File: src/rtl/sram_pkg.sv
// Shared types, default geometry and address-width helpers for the SRAM write path.
package sram_pkg;

    localparam int DEF_ROWS   = 16;
    localparam int DEF_COLS   = 8;
    localparam int DEF_DATA_W = 1;

    typedef enum logic [1:0] {
        IDLE,
        SETUP,
        PULSE,
        HOLD
    } wr_state_t;

    function automatic int row_addr_w(input int rows);
        return $clog2(rows);
    endfunction

    function automatic int col_addr_w(input int cols);
        return $clog2(cols);
    endfunction

endpackage

File: src/rtl/sram_onehot_dec.sv
// Binary-to-one-hot decoder with an in-range flag; out-of-range indices give all-zero.
module sram_onehot_dec #(
    parameter int N = 8,
    localparam int IW = $clog2(N)
) (
    input  logic [IW-1:0] idx,
    output logic [N-1:0]  onehot,
    output logic          valid
);

    generate
        for (genvar gi = 0; gi < N; gi++) begin : g_bit
            assign onehot[gi] = (idx == IW'(gi));
        end
    endgenerate

    // Extra bit keeps the compare correct when N is an exact power of two.
    assign valid = ({1'b0, idx} < (IW + 1)'(N));

endmodule

File: src/rtl/sram_write_ctrl.sv
// Sequenced SRAM write controller: captures one request, then runs SETUP, a timed
// masked write pulse and HOLD, with one-hot row/column selects and a done/err pulse.
module sram_write_ctrl
    import sram_pkg::*;
#(
    parameter int ROWS         = DEF_ROWS,
    parameter int COLS         = DEF_COLS,
    parameter int DATA_W       = DEF_DATA_W,
    parameter int PULSE_CYCLES = 2,
    localparam int RA = row_addr_w(ROWS),
    localparam int CA = col_addr_w(COLS)
) (
    input  logic              clk,
    input  logic              rst_n,
    input  logic              req_valid,
    output logic              req_ready,
    input  logic [RA+CA-1:0]  req_addr,
    input  logic [DATA_W-1:0] req_data,
    input  logic [DATA_W-1:0] req_mask,
    output logic [ROWS-1:0]   row_sel,
    output logic [COLS-1:0]   col_sel,
    output logic              do_write,
    output logic [DATA_W-1:0] data_bits,
    output logic [DATA_W-1:0] bit_en,
    output logic              done,
    output logic              err
);

    localparam int CW = $clog2(PULSE_CYCLES + 1);

    wr_state_t     state_reg;
    logic [CW-1:0] cnt_reg;
    logic          addr_ok_reg;

    logic [ROWS-1:0] row_oh;
    logic [COLS-1:0] col_oh;
    logic            row_ok;
    logic            col_ok;
    logic            addr_ok;

    sram_onehot_dec #(.N(ROWS)) u_row_dec (
        .idx    (req_addr[CA +: RA]),
        .onehot (row_oh),
        .valid  (row_ok)
    );

    sram_onehot_dec #(.N(COLS)) u_col_dec (
        .idx    (req_addr[CA-1:0]),
        .onehot (col_oh),
        .valid  (col_ok)
    );

    assign addr_ok   = row_ok && col_ok;
    assign req_ready = (state_reg == IDLE);

    always_ff @(posedge clk or negedge rst_n) begin
        if (!rst_n) begin
            state_reg   <= IDLE;
            cnt_reg     <= '0;
            addr_ok_reg <= 1'b0;
            row_sel     <= '0;
            col_sel     <= '0;
            do_write    <= 1'b0;
            data_bits   <= '0;
            bit_en      <= '0;
            done        <= 1'b0;
            err         <= 1'b0;
        end else begin
            done <= 1'b0;
            err  <= 1'b0;
            case (state_reg)
                IDLE: begin
                    if (req_valid) begin
                        // Both selects are suppressed if either half of the address is bad.
                        addr_ok_reg <= addr_ok;
                        row_sel     <= addr_ok ? row_oh : '0;
                        col_sel     <= addr_ok ? col_oh : '0;
                        data_bits   <= req_data;
                        bit_en      <= req_mask;
                        state_reg   <= SETUP;
                    end
                end
                SETUP: begin
                    if (addr_ok_reg && (|bit_en)) begin
                        do_write  <= 1'b1;
                        cnt_reg   <= CW'(PULSE_CYCLES);
                        state_reg <= PULSE;
                    end else begin
                        done      <= 1'b1;
                        err       <= ~addr_ok_reg;
                        state_reg <= HOLD;
                    end
                end
                PULSE: begin
                    if (cnt_reg == CW'(1)) begin
                        do_write  <= 1'b0;
                        done      <= 1'b1;
                        cnt_reg   <= '0;
                        state_reg <= HOLD;
                    end else begin
                        cnt_reg <= cnt_reg - CW'(1);
                    end
                end
                HOLD: begin
                    addr_ok_reg <= 1'b0;
                    row_sel     <= '0;
                    col_sel     <= '0;
                    data_bits   <= '0;
                    bit_en      <= '0;
                    state_reg   <= IDLE;
                end
                default: begin
                    state_reg <= IDLE;
                end
            endcase
        end
    end

endmodule
File: config.mk
export PLATFORM = sky130hd
export DESIGN_NAME = sram_write_ctrl
export DESIGN_NICKNAME = d
export VERILOG_FILES = /design/src/rtl/sram_pkg.sv /design/src/rtl/sram_onehot_dec.sv /design/src/rtl/sram_write_ctrl.sv
export SDC_FILE = /design/constraint.sdc
export NUM_CORES = 1
export LEC_CHECK = 0
export ABC_CLOCK_PERIOD_IN_PS = 2200
export CAP_MARGIN = 30
export CELL_PAD_IN_SITES_DETAIL_PLACEMENT = 0
export CELL_PAD_IN_SITES_GLOBAL_PLACEMENT = 1
export CORE_ASPECT_RATIO = 0.8
export CORE_MARGIN = 5
export CORE_UTILIZATION = 36
export DETAILED_ROUTE_END_ITERATION = 12
export PLACE_DENSITY = 0.89
export SLEW_MARGIN = 0
export SYNTH_ARGS = -nofsm -noshare
export SYNTH_HDL_FRONTEND = slang
export SYNTH_SLANG_ARGS = --single-unit
File: constraint.sdc
create_clock -name clk -period 2.2 [get_ports clk]
set_input_delay 0.33 -clock clk [delete_from_list [all_inputs] [get_ports clk]]
set_output_delay 0.33 -clock clk [all_outputs]
set_load 0.03 [all_outputs]
==> reports/results.txt, run 1 <==
Tightest Pin Transition: 421 ps
Die Ht: 68.0 um
crit path max-delay cell type: clkdlybuf4s50_1
Setup TNS: 0 ps
detailed-route wire length: 3510 um
antenna violations before repair: 0
Die Wd: 82.4 um
slew margin rel.: 71.9%
Worst Hold Class: in2async
leak pwr: 0.000939 uW
Largest Register: row_sel
commonest non-fill, non-tap cells in the layout: clkdlybuf4s50_1, dfrtp_1, nand2_1
Synth Warn #: 0
Critical Path Max Stage Delay: 680 ps
Antenna Nets Post-Route: 0
VDD IR max: 0.000584 V
first-pass GRT wire length: 5870 um
CTS tree: built
r2r endpoint: col_sel[4]$_DFFE_PN0P_
cells on worst reg2reg path: 6
Arr. time, crit path: 1730 ps
Worst Path Max Fanout: 6
Final Hold Vio Count: 0
worst reg2reg setup slack: 440 ps
Worst-path clk slew: 70 ps
Vias per Instance: 5.08
outcome: finished clean
DR iter-0 viols: 60
First-pass DRT Iterations: 4
CP delay by family, top: buffers and inverters
# Post-CTS Setup Buffers: 0
final slew viol count: 0
placed instance area: 2030 um^2
RSZ-0062 raised after global routing: no
clock sink count: 34
final setup skew: 5.29 ps
area of the multi-input gates: 626 um^2
gpl congestion: 0.794
Rows: 21
register area: 851 um^2
Vias: 1,210
TritonCTS Buffers: 5
WP data required: 1870 ps
largest net degree at the start of global routing: 38
commonest non-fill, non-tap cell in the layout: clkdlybuf4s50_1
nature of the critical path endpoint: output port
CP cell instances: inv_1, ha_1, clkdlybuf4s50_1
Max-cap violations: 0
final worst-path cycle share: 93.6%
layout cells sized above 1: 9.94%
max FFs per register: 16
post-synth top area cell: dfrtp_1
cts repair resizes: 0
H-tree levels: 2
floorplan core area: 4130 um^2
post-synth top area share: 56.3%
Critical path buffers and inverters: 2
DRC: 0
Largest regs: row_sel x16, col_sel x8
final net count: 199
count of final setup violators: 0
cts hold-fix bufs: 0
synthesis-stage register bit count: 34
RR Startpoint: state_reg[0]$_DFFE_PN0P_
Final Critical Period: 2060 ps
Cell variety after synth: 32
Post-Synthesis Cell Area: 1510 um^2
Worst-Skew Late Latency: 290 ps
PD cells: 1290 nW/um^2
total inserted antenna cells: 0
largest buffer count on any clock path: 2
f_max: 486 MHz
syn avg cell area: 11.5 um^2
total track usage: 14.3%
Buffers on Ports: 41
vias in the first global route: 1,174
Synth area leaders: dfrtp_1, a22o_1, ha_1
register area share after synthesis: 56.3%
starting density of the core: 36.6%
die area: 5600 um^2
I/O pin count: 42
Syn Nets: 150
Area growth syn-to-layout: 41.9%
fillers: 369
Remaining Overflow, GRT: 0
HPWL Detailed: 2530 um
Setup CP Type: reg2out
CP startpoint: state_reg[0]$_DFFE_PN0P_
Startpoint Class: register
cell area after layout: 2140 um^2
wire per inst: 14.8 um
Root Buffer: clkbuf_8
Syn Inst Count: 131
-- final cells by class --
class / count / share of cell area, %
timing repair buffer: 46 / 21.5
clock inverter: 3 / 2.10
clock buffer: 5 / 3.21
multi-input combinational: 87 / 29.2
sequential: 34 / 39.7
tap: 57 / 3.33
inverter: 6 / 1.05
-- synthesized netlist by cell type --
library cell	number
nor2b_1	4
nand3b_1	1
a31o_2	1
and4b_1	1
dfrtp_1	34
a21oi_1	2
a31oi_1	1
buf_4	1
o31ai_1	3
mux2i_1	2
a22o_1	10
o41ai_1	4
o31ai_2	1
a21bo_2	1
nand2b_1	7
mux2i_2	1
o2bb2ai_1	1
nand2_1	19
buf_2	2
or3b_1	1
a21boi_0	1
a32o_1	3
inv_1	6
nor3b_1	2
or4_1	1
o21ai_0	1
nor3_1	2
ha_1	7
o21ai_1	6
or3b_4	1
nor2_1	3
clkbuf_1	1
-- power breakdown --
group          internal (uW)  leakage, uW  total, uW  switching [uW]
registers                786     0.000448        897             110
clock network            337    0.0000504        577             240
logic                    562     0.000440       1300             735
total                   1690     0.000939       2770            1090
-- worst register-to-register path, cell delays in order, from the launching register on --
cell	delay, ps
dfrtp_1	440
inv_1	110
ha_1	230
buf_4	170
mux2i_4	190
buf_12	180
o41ai_1	330
-- metal layers --
metal  wire, um  vias to the layer above  track usage, %
met5          0                        -               0
met4         65                        0            6.85
met3        285                        7            5.92
met2       1610                       34            21.5
met1       1560                      595            17.9
li1           -                      574               -
-- worst max path at each step --
stage | to | slack (ps) | depth (start not counted)
floorplan | addr_ok_reg$_DFFE_PN0P_ | 270 | 5
finish | req_ready | 140 | 3
global route | req_ready | 70 | 3
CTS | req_ready | 120 | 3
global placement | row_sel[0]$_DFFE_PN0P_ | 270 | 4
detailed placement | row_sel[0]$_DFFE_PN0P_ | 230 | 4
-- stage by stage --
stage | power [uW] | setup slack (ps) | std cells | util, % | hold WS, ps
5_1_grt | 2960 | 67.9 | 238 | 52.0 | 467
4_1_cts | 2800 | 118 | 238 | 52.0 | 449
2_1_floorplan | 1700 | 273 | 131 | - | 34.4
3_3_place_gp | 2180 | 269 | 230 | 49.2 | 462
6_report | 2770 | 141 | 238 | 52.0 | 439
3_5_place_dp | 2220 | 230 | 230 | 49.2 | 461
-- cell families (layout without fill, tap and decap cells) --
logic type	count (synthesis)	after routing	share of synthesized area, %
fa+ha+maj	7	7	5.79
simple gates	42	42	14.7
flops	34	34	56.3
mux	3	3	2.23
compound gates	35	35	18.1
buf+inv	10	60	2.90
Power figures use the tool's default switching activity.
==> run 2, diff against run 1 <==
--- a/config.mk
+++ b/config.mk
@@ -13,6 +13,8 @@
 export CORE_MARGIN = 5
 export CORE_UTILIZATION = 36
 export DETAILED_ROUTE_END_ITERATION = 12
+export GPL_TIMING_DRIVEN = 0
+export MAX_ROUTING_LAYER = met4
 export PLACE_DENSITY = 0.89
 export SLEW_MARGIN = 0
 export SYNTH_ARGS = -nofsm -noshare
==> run 2 against run 1 <==
  * Non-clock buffer count down 1
  * Critical path depth unchanged
  * Utilization is 1.4 points lower
  * Worst setup slack better by 53 ps
  * Combinational power about the same
  * Highest routed layer unchanged
  * Die area unchanged
  * First-iteration DRC count down 12%
  * Flip-flop and latch count unchanged
  * Sequential share of layout area rose by 1.1 points
  * Worst hold slack got worse by 330 ps
  * Final area shrank 2.7%
  * Clock-buffer cell count rose by 2
==> reports/results.txt, run 2 (synthesis results as in run 1) <==
Rows: 21
Tot Pwr: 2650 uW
antenna violations before repair: 0
dpl ws: 177 ps
layout cells sized above 1: 8.89%
outcome: finished clean
clock sink count: 34
DRC: 0
PD cells: 1270 nW/um^2
Worst-path clk slew: 70 ps
DP Cell Count: 229
count of final setup violators: 0
max FFs per register: 16
H-tree levels: 2
cells on worst reg2reg path: 5
vias in the first global route: 1,289
largest buffer count on any clock path: 2
total track usage: 15.3%
Area growth syn-to-layout: 38.1%
detailed-route wire length: 3700 um
Arr. time, crit path: 1680 ps
Tightest Pin Transition: 754 ps
Die Wd: 82.4 um
nature of the critical path endpoint: output port
Antenna Nets Post-Route: 0
leak pwr: 0.000922 uW
cts hold-fix bufs: 0
Worst Path Max Fanout: 8
Root Buffer: clkbuf_8
final cell count without fillers: 237
TritonCTS Buffers: 5
wire per inst: 15.6 um
starting density of the core: 36.6%
Setup TNS: 0 ps
largest net degree at the start of global routing: 35
final worst-path cycle share: 91.2%
floorplan core area: 4130 um^2
gpl congestion: 0.816
VDD IR max: 0.000496 V
WP data required: 1870 ps
CTS tree: built
Worst-Skew Late Latency: 290 ps
Max-cap violations: 0
die area: 5600 um^2
DR iter-0 viols: 53
slew margin rel.: 49.7%
setup ws final: 194 ps
Worst Hold Class: in2async
Setup CP Type: reg2out
Worst Hold Slack: 105 ps
Startpoint Class: register
final net count: 198
Vias per Instance: 5.00
Die Ht: 68.0 um
First-pass DRT Iterations: 4
Final Critical Period: 2010 ps
RSZ-0062 raised after global routing: no
final slew viol count: 0
total inserted antenna cells: 0
HPWL Detailed: 2680 um
I/O pin count: 42
Remaining Overflow, GRT: 0
commonest non-fill, non-tap cells in the layout: clkdlybuf4s50_1, dfrtp_1, nand2_1
# Post-CTS Setup Buffers: 0
Buffers on Ports: 41
f_max: 499 MHz
commonest non-fill, non-tap cell in the layout: clkdlybuf4s50_1
Final Hold Vio Count: 0
Vias: 1,185
final setup skew: 10.6 ps
Largest Register: row_sel
first-pass GRT wire length: 6040 um
Largest regs: row_sel x16, col_sel x8
-- run 2: cell count changes in the layout (fill, tap and decap cells not counted), moves of 2 or more --
| cell | change |
|---|---|
| buf_2 | +3 |
| buf_4 | -3 |
| clkbuf_1 | +2 |
| clkdlybuf4s50_1 | -2 |
| clkinvlp_4 | -2 |
-- run 2: worst max-delay path: stages (launching register included) --
cell           delay [ps]
dfrtp_1               440
inv_1                 130
ha_1                  370
dlygate4sd2_1         450
-- run 2: path summary, 6_finish.rpt --
kind | from | to | slack [ps]
hold / removal | rst_n | row_sel[9]$_DFFE_PN0P_ | 100
hold reg to reg | col_sel[2]$_DFFE_PN0P_ | col_sel[2]$_DFFE_PN0P_ | 480
min in group clk | col_sel[2]$_DFFE_PN0P_ | col_sel[2]$_DFFE_PN0P_ | 480
setup / recovery | state_reg[0]$_DFFE_PN0P_ | req_ready | 190
setup reg to reg | state_reg[0]$_DFFE_PN0P_ | addr_ok_reg$_DFFE_PN0P_ | 270
max in group asynchronous | rst_n | state_reg[1]$_DFFE_PN0P_ | 1610
-- run 2: layout make-up --
cell class	instances	area [um^2]
Sequential cell	34	851
Clock inverter	1	5.00
Buffer	4	21.3
Inverter	6	22.5
Tap cell	57	71.3
Clock buffer	7	86.3
Multi-Input combinational cell	87	626
Fill cell	371	2040
Timing Repair Buffer	41	404
-- run 2: timing repair --
item | CTS | global route
endpoints found under the hold margin | 0 | 0
setup endpoints to repair | 1 | 3
resized for setup | 1 | 1
-- run 2: report_power, final --
group / internal [uW] / total [uW] / switching (uW)
clock: 252 / 480 / 228
combinational: 521 / 1270 / 746
sequential: 787 / 901 / 115
-- run 2: metal layers --
metal / share of wire [%] / wire length, um / track usage [%]
met1: 47 / 1730 / 18.4
met5: 0 / 0 / -
met2: 44 / 1640 / 23.0
met3: 6.6 / 246 / 5.13
met4: 2.2 / 81 / 7.47
-- run 2: per-stage QoR --
step	area, um^2	utilization, %
floorplan	1510	-
global placement	1990	48.3
detailed placement	1990	48.2
CTS	2080	50.4
global route	2090	50.6
finish	2090	50.6
==> run 3, diff against run 2 <==
--- a/config.mk
+++ b/config.mk
@@ -10,7 +10,7 @@
 export CELL_PAD_IN_SITES_DETAIL_PLACEMENT = 0
 export CELL_PAD_IN_SITES_GLOBAL_PLACEMENT = 1
 export CORE_ASPECT_RATIO = 0.8
-export CORE_MARGIN = 5
+export CORE_MARGIN = 2
 export CORE_UTILIZATION = 36
 export DETAILED_ROUTE_END_ITERATION = 12
 export GPL_TIMING_DRIVEN = 0
==> run 3 against run 2 <==
  * Register-to-register slack got worse by 110 ps
  * Non-clock buffer count unchanged
  * Critical path type is now reg2reg
  * Highest routed layer unchanged
  * Worst setup slack got worse by 38 ps
  * Largest power group unchanged
  * Largest cell class unchanged
  * Critical endpoint is now row_sel[14]$_DFFE_PN0P_
==> reports/results.txt, run 3 (synthesis results as in run 1) <==
clock sink count: 34
final worst-path cycle share: 92.9%
Worst Hold Slack: 92.4 ps
floorplan core area: 4100 um^2
slew margin rel.: 51.2%
total inserted antenna cells: 0
Worst Path Max Fanout: 10
RSZ-0062 raised after global routing: no
Buffers on Ports: 41
Worst-path clk slew: 80 ps
HPWL Detailed: 2540 um
Setup CP Type: reg2reg
CP cell instances: ha_1, clkbuf_1, nand3b_1, nor3b_1, a32o_1
I/O pin count: 42
Vias per Instance: 5.03
commonest non-fill, non-tap cells in the layout: clkdlybuf4s50_1, dfrtp_1, nand2_1
max FFs per register: 16
leak pwr: 0.000941 uW
vias in the first global route: 1,229
DR iter-0 viols: 142
CP delay by family, top: simple AND/OR/NAND/NOR gates
Root Buffer: clkbuf_8
die area: 4740 um^2
Antenna Nets Post-Route: 0
Max-cap violations: 0
Remaining Overflow, GRT: 0
largest net degree at the start of global routing: 35
Setup TNS: 0 ps
TritonCTS Buffers: 5
met1 usage: 19.0%
crit path max-delay cell type: nor3b_1
CTS tree: built
commonest non-fill, non-tap cell in the layout: clkdlybuf4s50_1
Tightest Pin Transition: 732 ps
largest buffer count on any clock path: 2
First-pass DRT Iterations: 4
wire per inst: 14.9 um
cts hold-fix bufs: 0
GRT met2 Usage: 25.9%
Vias: 1,191
CP startpoint: state_reg[0]$_DFFE_PN0P_
Die Wd: 76.4 um
Worst Hold Class: in2async
Area growth syn-to-layout: 40.6%
count of final setup violators: 0
RR Startpoint: state_reg[0]$_DFFE_PN0P_
WP data required: 2420 ps
gpl congestion: 0.811
first-pass GRT wire length: 5750 um
outcome: finished clean
DRC: 0
antenna violations before repair: 0
Arr. time, crit path: 2270 ps
VDD IR max: 0.000691 V
Final Hold Vio Count: 0
Startpoint Class: register
Largest regs: row_sel x16, col_sel x8
fillers: 372
layout cells sized above 1: 9.44%
nature of the critical path endpoint: register
final net count: 198
Critical path buffers and inverters: 1
Rows: 21
Die Ht: 62.0 um
final slew viol count: 0
H-tree levels: 2
final setup skew: 9.70 ps
f_max: 489 MHz
Critical Path Max Stage Delay: 610 ps
total track usage: 16.5%
detailed-route wire length: 3530 um
Largest Register: row_sel
Final Critical Period: 2040 ps
PD cells: 1330 nW/um^2
Worst-Skew Late Latency: 290 ps
starting density of the core: 36.9%
GRT busiest layer: met2
met3 Use GR: 6.50%
run 3: final cells by class:
class | instances | area (um^2) | area share, %
Sequential cell | 34 | 851 | 40.0
Timing Repair Buffer | 41 | 404 | 19.0
Clock buffer | 5 | 68.8 | 3.24
Clock inverter | 3 | 68.8 | 3.24
Buffer | 4 | 21.3 | 1.00
Inverter | 6 | 22.5 | 1.06
Tap cell | 57 | 71.3 | 3.36
Multi-Input combinational cell | 87 | 617 | 29.0
run 3: stage by stage:
step | util, % | instance area, um^2 | worst slack [ps] | std cells | power (uW)
after floorplan | - | 1510 | 273 | 131 | 1700
after global placement | 48.6 | 1990 | 165 | 229 | 2110
after detailed placement | 48.5 | 1990 | 146 | 229 | 2160
after CTS | 51.8 | 2120 | 139 | 237 | 2850
after global routing | 51.8 | 2120 | 11.3 | 237 | 3000
final | 51.8 | 2120 | 156 | 237 | 2820
run 3: power breakdown:
part	switching, uW	internal [uW]
Clock	237	454
Sequential	112	786
Combinational	721	506
run 3: worst paths after layout:
path                       cells after the start  slack, ps                      end
setup / recovery                               5        160  row_sel[14]$_DFFE_PN0P_
hold reg to reg                                2        480   col_sel[7]$_DFFE_PN0P_
setup reg to reg                               5        160  row_sel[14]$_DFFE_PN0P_
hold / removal                                 1         90   col_sel[0]$_DFFE_PN0P_
min in group clk                               2        480   col_sel[7]$_DFFE_PN0P_
max in group asynchronous                      1       1640   row_sel[9]$_DFFE_PN0P_
run 3: routing by layer:
metal	vias up	wire (um)
met2	48	1590
li1	565	-
met3	6	275
met4	0	83
met1	572	1580
met5	-	0
run 3: repair_timing:
action | in CTS | in global routing
endpoints found under the setup margin | 1 | 0
buffers inserted | 0 | 0
resized for setup | 1 | 0
